--- config.mk ---
export PLATFORM = sky130hd
export DESIGN_NAME = bit_packer
export DESIGN_NICKNAME = d
export VERILOG_FILES = /design/src/rtl/mod_pkg.sv /design/src/rtl/pn7_scrambler.sv /design/src/rtl/bit_packer.sv
export SDC_FILE = /design/constraint.sdc
export NUM_CORES = 1
export LEC_CHECK = 0
export ABC_AREA = 0
export BUFFER_PORTS_ARGS = -buffer_cell sky130_fd_sc_hd__buf_4
export CORE_UTILIZATION = 55
export DETAILED_ROUTE_END_ITERATION = 16
export MAX_ROUTING_LAYER = met4
export PLACE_DENSITY = 0.76
export SETUP_SLACK_MARGIN = 0.3
export SYNTH_ARGS = -nofsm -noshare
export SYNTH_HDL_FRONTEND = slang
export SYNTH_SLANG_ARGS = --single-unit
--- constraint.sdc ---
create_clock -name clk -period 4.72 [get_ports clk]
set_input_delay 1.416 -clock clk [delete_from_list [all_inputs] [get_ports clk]]
set_output_delay 1.416 -clock clk [all_outputs]
set_load 0.05 [all_outputs]
--- src/rtl/mod_pkg.sv ---
// Shared modulation definitions: bits-per-symbol lookup and PN7 scrambler constants.
// Imported by the serial-to-symbol packer and its scrambler.
package mod_pkg;

    localparam int LFSR_W = 7;
    localparam logic [LFSR_W-1:0] DEFAULT_SEED = 7'h7F;

    // Feedback taps of x^7 + x^6 + 1
    localparam int TAP_A = 6;
    localparam int TAP_B = 5;

    function automatic int bps(input string modType);
        if (modType == "BPSK")  return 1;
        if (modType == "QPSK")  return 2;
        if (modType == "8PSK")  return 3;
        if (modType == "QAM16") return 4;
        if (modType == "QAM64") return 6;
        return 2;
    endfunction

endpackage

--- src/rtl/pn7_scrambler.sv ---
// Additive PN7 whitener: bitOut = bitIn ^ keystream; the LFSR steps only when adv is high.
// A reseed takes priority over an advance.
module pn7_scrambler
    import mod_pkg::*;
#(
    parameter logic [LFSR_W-1:0] SEED = DEFAULT_SEED
) (
    input  logic clk,
    input  logic rst,
    input  logic adv,
    input  logic reseed,
    input  logic bitIn,
    output logic bitOut
);

    logic [LFSR_W-1:0] lfsr;
    logic              fb;

    assign fb     = lfsr[TAP_A] ^ lfsr[TAP_B];
    assign bitOut = bitIn ^ fb;

    // The same-cycle bit is scrambled combinationally before a reseed lands.
    always_ff @(posedge clk) begin
        if (rst || reseed) begin
            lfsr <= SEED;
        end else if (adv) begin
            lfsr <= {lfsr[LFSR_W-2:0], fb};
        end
    end

endmodule

--- src/rtl/bit_packer.sv ---
// Serial-to-symbol packer: accepts one bit per handshake, optionally whitens it, and groups
// bits MSB-first into OWIDTH-bit symbols on a registered valid/ready output.
module bit_packer
    import mod_pkg::*;
#(
    parameter string             MODTYPE  = "QPSK",
    parameter bit                SCRAMBLE = 1'b1,
    parameter logic [LFSR_W-1:0] SEED     = DEFAULT_SEED,
    localparam int               OWIDTH   = bps(MODTYPE)
) (
    input  logic              clk,
    input  logic              rst,
    input  logic              dIn,
    input  logic              valIn,
    output logic              rdyIn,
    input  logic              flush,
    output logic [OWIDTH-1:0] dOut,
    output logic              valOut,
    input  logic              rdyOut
);

    localparam int CNT_W = 3;
    localparam logic [CNT_W-1:0] LAST = CNT_W'(OWIDTH - 1);
    localparam logic [CNT_W-1:0] FULL = CNT_W'(OWIDTH);

    logic [CNT_W-1:0]  cnt;
    logic [CNT_W-1:0]  cntAfter;
    logic [OWIDTH-1:0] sh;
    logic [OWIDTH-1:0] shAfter;
    logic              flushPend;
    logic              acc;
    logic              bitS;
    logic              outFree;
    logic              symFull;
    logic              partial;
    logic              partEmit;
    logic              partWait;

    // Move the n collected bits (held in the LSBs) to the top, zero-filling the rest.
    function automatic logic [OWIDTH-1:0] leftAlign(input logic [OWIDTH-1:0] s,
                                                     input logic [CNT_W-1:0]  n);
        return s << (FULL - n);
    endfunction

    assign outFree = !valOut || rdyOut;
    assign rdyIn   = !rst && outFree && !flushPend;
    assign acc     = valIn && rdyIn;

    if (SCRAMBLE) begin : gScr
        pn7_scrambler #(
            .SEED(SEED)
        ) uScr (
            .clk   (clk),
            .rst   (rst),
            .adv   (acc),
            .reseed(flush),
            .bitIn (dIn),
            .bitOut(bitS)
        );
    end else begin : gBypass
        assign bitS = dIn;
    end

    // Shift/count state as it stands once this cycle's bit is included.
    always_comb begin
        shAfter  = sh;
        cntAfter = cnt;
        if (acc) begin
            shAfter  = OWIDTH'({sh, bitS});
            cntAfter = cnt + 1'b1;
        end
    end

    assign symFull  = acc && (cnt == LAST);
    assign partial  = (flush || flushPend) && !symFull && (cntAfter != '0);
    assign partEmit = partial && outFree;
    assign partWait = partial && !outFree;

    // Stale bits above the fill level are shifted out, so the data shift register needs no reset.
    always_ff @(posedge clk) begin
        sh <= shAfter;
    end

    always_ff @(posedge clk) begin
        if (rst) begin
            cnt       <= '0;
            valOut    <= 1'b0;
            dOut      <= '0;
            flushPend <= 1'b0;
        end else begin
            if (symFull) begin
                dOut   <= shAfter;
                valOut <= 1'b1;
                cnt    <= '0;
            end else if (partEmit) begin
                dOut   <= leftAlign(shAfter, cntAfter);
                valOut <= 1'b1;
                cnt    <= '0;
            end else begin
                if (rdyOut) begin
                    valOut <= 1'b0;
                end
                cnt <= cntAfter;
            end
            flushPend <= partWait;
        end
    end

endmodule

# ---- Word-level counts from Yosys, hierarchy flattened
# Index checks and enable logic that the tools add are counted.
dict set report word_totals {
  reg_bits 16
  word_cells 39
  out_inout_bits 4
  input_bits 6
}
dict set report op_classes {
  bitwise_logic 2
  n_reduce_logical 20
  shifts 1
  eq_ne 1
  n_mux 7
  n_addsub 2
}
# op count
set op_table {}
lappend op_table {{$logic_and 1x1->1} 8}
lappend op_table {{$mux 2} 3}
lappend op_table {{$reduce_bool 3->1} 2}
lappend op_table {{$logic_not 1->1} 5}
lappend op_table {{$add 3x1->3 const B} 1}
lappend op_table {{$eq 3x1->1 const B} 1}
lappend op_table {{$logic_or 1x1->1} 3}
lappend op_table {{$mux 1} 3}
lappend op_table {{$mux 3} 1}
lappend op_table {{$reduce_or 3->1} 1}
lappend op_table {{$shl 2x3->2} 1}
lappend op_table {{$sub 2x3->3 const A} 1}
lappend op_table {{$reduce_bool 2->1} 1}
lappend op_table {{$xor 1x1->1} 2}

# ---- Depth between registers and ports, before layout
dict set report depth {
  ltp_word 12
  ltp_mapped 14
}

# ---- Cells and area by module
# A second synthesis with hierarchy kept.
dict set report hier_totals {
  cells_unflattened 89
  area_unflattened_um2 838.3
}
# mod n_inst cells_per_inst area_each_um2
set by_module_without_submodules {}
lappend by_module_without_submodules {bit_packer 1 64 553.0}
lappend by_module_without_submodules {pn7_scrambler 1 25 285.3}

# ---- Worst setup path before layout
# No wires, ideal clock.
dict set report synth_timing {
  path_type {input to output}
  startpoint {input rst}
  endpoint {output rdyIn}
  t_required_ps 3304
  cell_stages 2
  slack_ps 620
  t_arrival_ps 2684
  cell_sequence {buf_2 > nor3_1}
}
dict set report synth_between {
  elab_chain_len 3
}
# item line
set synth_rtl {}
lappend synth_rtl {{from (decl)} bit_packer.sv:12} ;# input logic rst,
lappend synth_rtl {{$logic_not 1->1} bit_packer.sv:46} ;# assign rdyIn = !rst && outFree && !flushPend;
lappend synth_rtl {{$logic_and 1x1->1 (2 in a row)} bit_packer.sv:46}
lappend synth_rtl {{to (decl)} bit_packer.sv:15} ;# output logic rdyIn,
# No other way between the ends.

# ---- Worst setup path after layout
dict set report layout_timing {
  startpoint {input rdyOut}
  endpoint {register dOut[0]}
}
dict set report layout_between {
  elab_chain_len 10
}
# item line
set layout_rtl {}
lappend layout_rtl {{from (decl)} bit_packer.sv:19} ;# input logic rdyOut
lappend layout_rtl {{$logic_or 1x1->1 *} bit_packer.sv:45} ;# assign outFree = !valOut || rdyOut;
lappend layout_rtl {{branches (longest 9 deep; another with $sub 2x3->3)} --}
lappend layout_rtl {{to (signal assigned)} bit_packer.sv:92} ;# dOut <= shAfter;
lappend layout_rtl {{to (signal assigned)} bit_packer.sv:96} ;# dOut <= leftAlign(shAfter, cntAfter);
lappend layout_rtl {{to (decl)} bit_packer.sv:17} ;# output logic [OWIDTH-1:0] dOut,
# Every way passes the cells marked *. The select of a mux whose other input is x is not followed.
# A chain may end at the register's enable or synchronous reset.

==> impl_results.md <==
* Status: finished, final reports clean
* Synth area leaders: dfxtp_1, nand2_1, ha_1
* DPL Wire Length at 1230 um
* Worst Setup Start Kind: input port
* Ratio of cells with drive above 1 in the final layout at 22.0%
* Ys async rst share at 0%
* IO buf count at 9
* Design area at 975 um2
* Wirelength per Cell at 13.2 um
* Synth Flop Type: dfxtp_1
* Via density at 5.86
* GRT Total Usage at 21.9%
* Post-synth EDFFs at 0
* Clk root buf: clkbuf_4
* Crit path time final at 3.67 ns
* Nets at 120
* Syn avg cell area at 8.77 um2
* CTS H-tree lvls at 1
* Final Cycle Share at 77.7%
* Top-count cell post-synth: dfxtp_1
* Final TNS setup at 0 ns
* Number of iterations in the first detailed-routing pass at 4
* Largest net degree at the start of global routing at 16
* Reg2reg end: dOut[0]$_SDFFE_PP0P_
* Clock buffer depth at 2
* Seq pwr share at 46.0%
* Final core occ at 65.5%
* First-pass GRT wire length at 2880 um
* RSZ-0062 raised after global routing: no
* Power share of the clock group at 28.0%
* TritonCTS clock tree: done
* Setup WS post-layout at 1.05 ns
* Cell row count at 14
* Resized cells post-CTS at 0
* Max-cap viol count at 0
* Data arrival, critical path at 3.87 ns
* I/O Pins at 10
* First-iteration detailed-routing DRC count at 24
* Top-area cell type share of the netlist area at 36.5%
* Gp weighted congestion at 0.829
* Worst Setup Path Type: in2reg
* Clock slew at reported path FFs at 0.11 ns
* CP Capture Type: flip-flop
* Clk_lat worst skew at 0.29 ns
* Pre-CTS setup slack at 0.733 ns
* Pleak at 0.420 nW
* Core Area at 1490 um2
* Final antenna-violating net count at 0
* Hold_sp: gScr.uScr.lfsr[4]$_SDFFE_PP1P_
* Syn nets at 110
* Die Span X at 41.9 um
* Final setup fails at 0
* P_int at 228 uW
* Cell count after synthesis at 100
* CP max FO at 15
* Leading area contributor after synthesis: dfxtp_1
* Die ar. at 1760 um2
* Chip height at 41.9 um
* Comb power frac at 26.0%
* Final Slew Violations at 0
* Vias in the first global route at 663
* Antenna diodes at 0
* NetSw at 106 uW
* Worst hold endpoint: gScr.uScr.lfsr[5]$_SDFFE_PP1P_
* Drt total wl at 1650 um
* Slew @ Worst Pin at 0.536 ns
* Flops & latches, synth at 16
* Placed Instance Area at 938 um2
* Initial Util at 58.9%
* P per Cell Area at 343 nW/um2
* Clock sink count at 16
* Via count at 732
* Max Clock Freq at 273 MHz
* Distinct cells, synth at 35
* Total CTS buffers at 3
* Initial antenna violation count at 0
* Worst Reg-to-Reg Cells at 9
* Sw frac at 31.8%
* Worst hold path type: reg2reg
* Reg2reg setup slack at 1.82 ns
* Hold Crit Depth at 2
* Peak supply drop at 0.194 mV
* GRT overflow at 0
* Final hold vios at 0
* Seq/Total Area, Yosys at 36.5%
* R2R Path Start: flushPend$_SDFF_PP0_
* Synth Cell Area at 877 um2
* WP data required at 4.92 ns
* Post CTS Setup Buffer Count at 0
* Clock Skew at 0.0174 ns
* Worst slew margin at 64.3%
* CTS Hold Bufs at 0
* Power Total at 334 uW
* Leading cell types by count after synthesis: dfxtp_1, nand2_1, nand3_1
* Area Growth Syn to Fin at 11.1%
* Drt drc at 0
* Syn. warnings at 0
-- cell type report --
| type | instances | area, um2 |
|---|---|---|
| fill | 129 | 514 |
| timing repair buffer | 9 | 67.6 |
| tap | 16 | 20.0 |
| multi-input combinational | 73 | 504 |
| sequential | 16 | 320 |
| inverter | 7 | 26.3 |
| clock buffer | 4 | 36.3 |
-- through the flow --
| stage | std cells | hold slack (ns) |
|---|---|---|
| 6_report | 125 | 0.475 |
| 5_1_grt | 125 | 0.502 |
| 4_1_cts | 125 | 0.480 |
| 3_5_place_dp | 121 | 0.455 |
| 3_3_place_gp | 121 | 0.451 |
| 2_1_floorplan | 100 | 0.439 |
-- worst max-delay path: stages --
cell and delay [ns]:
buf_4 0.12, nor2b_4 0.23, or3_1 0.50, nor2_2 0.06
a21oi_2 0.17, ha_1 0.19, nand3_1 0.08, a2111oi_2 0.45
a2111oi_2 0.10, or2_1 0.29, o221a_1 0.26
-- worst max path at each step --
| stage | startpoint | to | slack [ns] | cells after the start |
|---|---|---|---|---|
| after floorplan | rst | rdyIn | 0.62 | 2 |
| after global placement | rdyOut | dOut[0]$_SDFFE_PP0P_ | 0.77 | 11 |
| after detailed placement | rdyOut | dOut[0]$_SDFFE_PP0P_ | 0.73 | 11 |
| after CTS | rdyOut | dOut[0]$_SDFFE_PP0P_ | 1.05 | 11 |
| after global routing | rdyOut | dOut[0]$_SDFFE_PP0P_ | 0.89 | 11 |
| final | rdyOut | dOut[0]$_SDFFE_PP0P_ | 1.05 | 11 |
-- flip-flops by register name, summed over array words and instances, names as in the netlist --
| signal | count |
|---|---|
| cnt | 3 |
| dOut | 2 |
| valOut | 1 |
| flushPend | 1 |
| sh | 2 |
| gScr.uScr.lfsr | 7 |
-- logic make-up after synthesis --
| logic type | after synthesis | synth area share, % |
|---|---|---|
| DFF | 16 | 36.5 |
| muxes | 2 | 2.57 |
| and+or+nand+nor | 49 | 30.1 |
| adders and majority gates | 4 | 5.71 |
| AOI/OAI and AO/OA | 14 | 15.1 |
| buffers and inverters | 11 | 5.99 |
| xor gates and xnor gates | 4 | 4.00 |
-- routing by layer --
metal  vias up  track usage (%)  part of all wire (%)
li1        372                -                     -
met1       333             31.0                    49
met2        25             31.9                    44
met3         2             3.04                   5.7
met4         0             7.74                  0.60
met5         -                -                     0
-- power by group through the flow --
| stage | registers (mW) | clock network (mW) | logic [mW] |
|---|---|---|---|
| CTS | 0.154 | 0.0954 | 0.0870 |
| finish | 0.154 | 0.0935 | 0.0869 |
| floorplan | 0.167 | 0 | 0.0564 |
| global placement | 0.157 | 0 | 0.0854 |
| detailed placement | 0.157 | 0 | 0.0862 |
| global route | 0.155 | 0.101 | 0.0947 |
-- placed cells by master, fill, tap and decap left out, drive strengths merged, types with 3 or more instances in the layout --
| master | n |
|---|---|
| dfxtp | 16 |
| nand2 | 14 |
| buf | 9 |
| nand3 | 8 |
| nor3 | 8 |
| inv | 7 |
| nor2 | 6 |
| ha | 4 |
| clkbuf | 4 |
| xnor2 | 3 |
| nand2b | 3 |
| nand4 | 3 |
| a2111oi | 3 |
No activity file was read; power rests on OpenSTA's default activity.
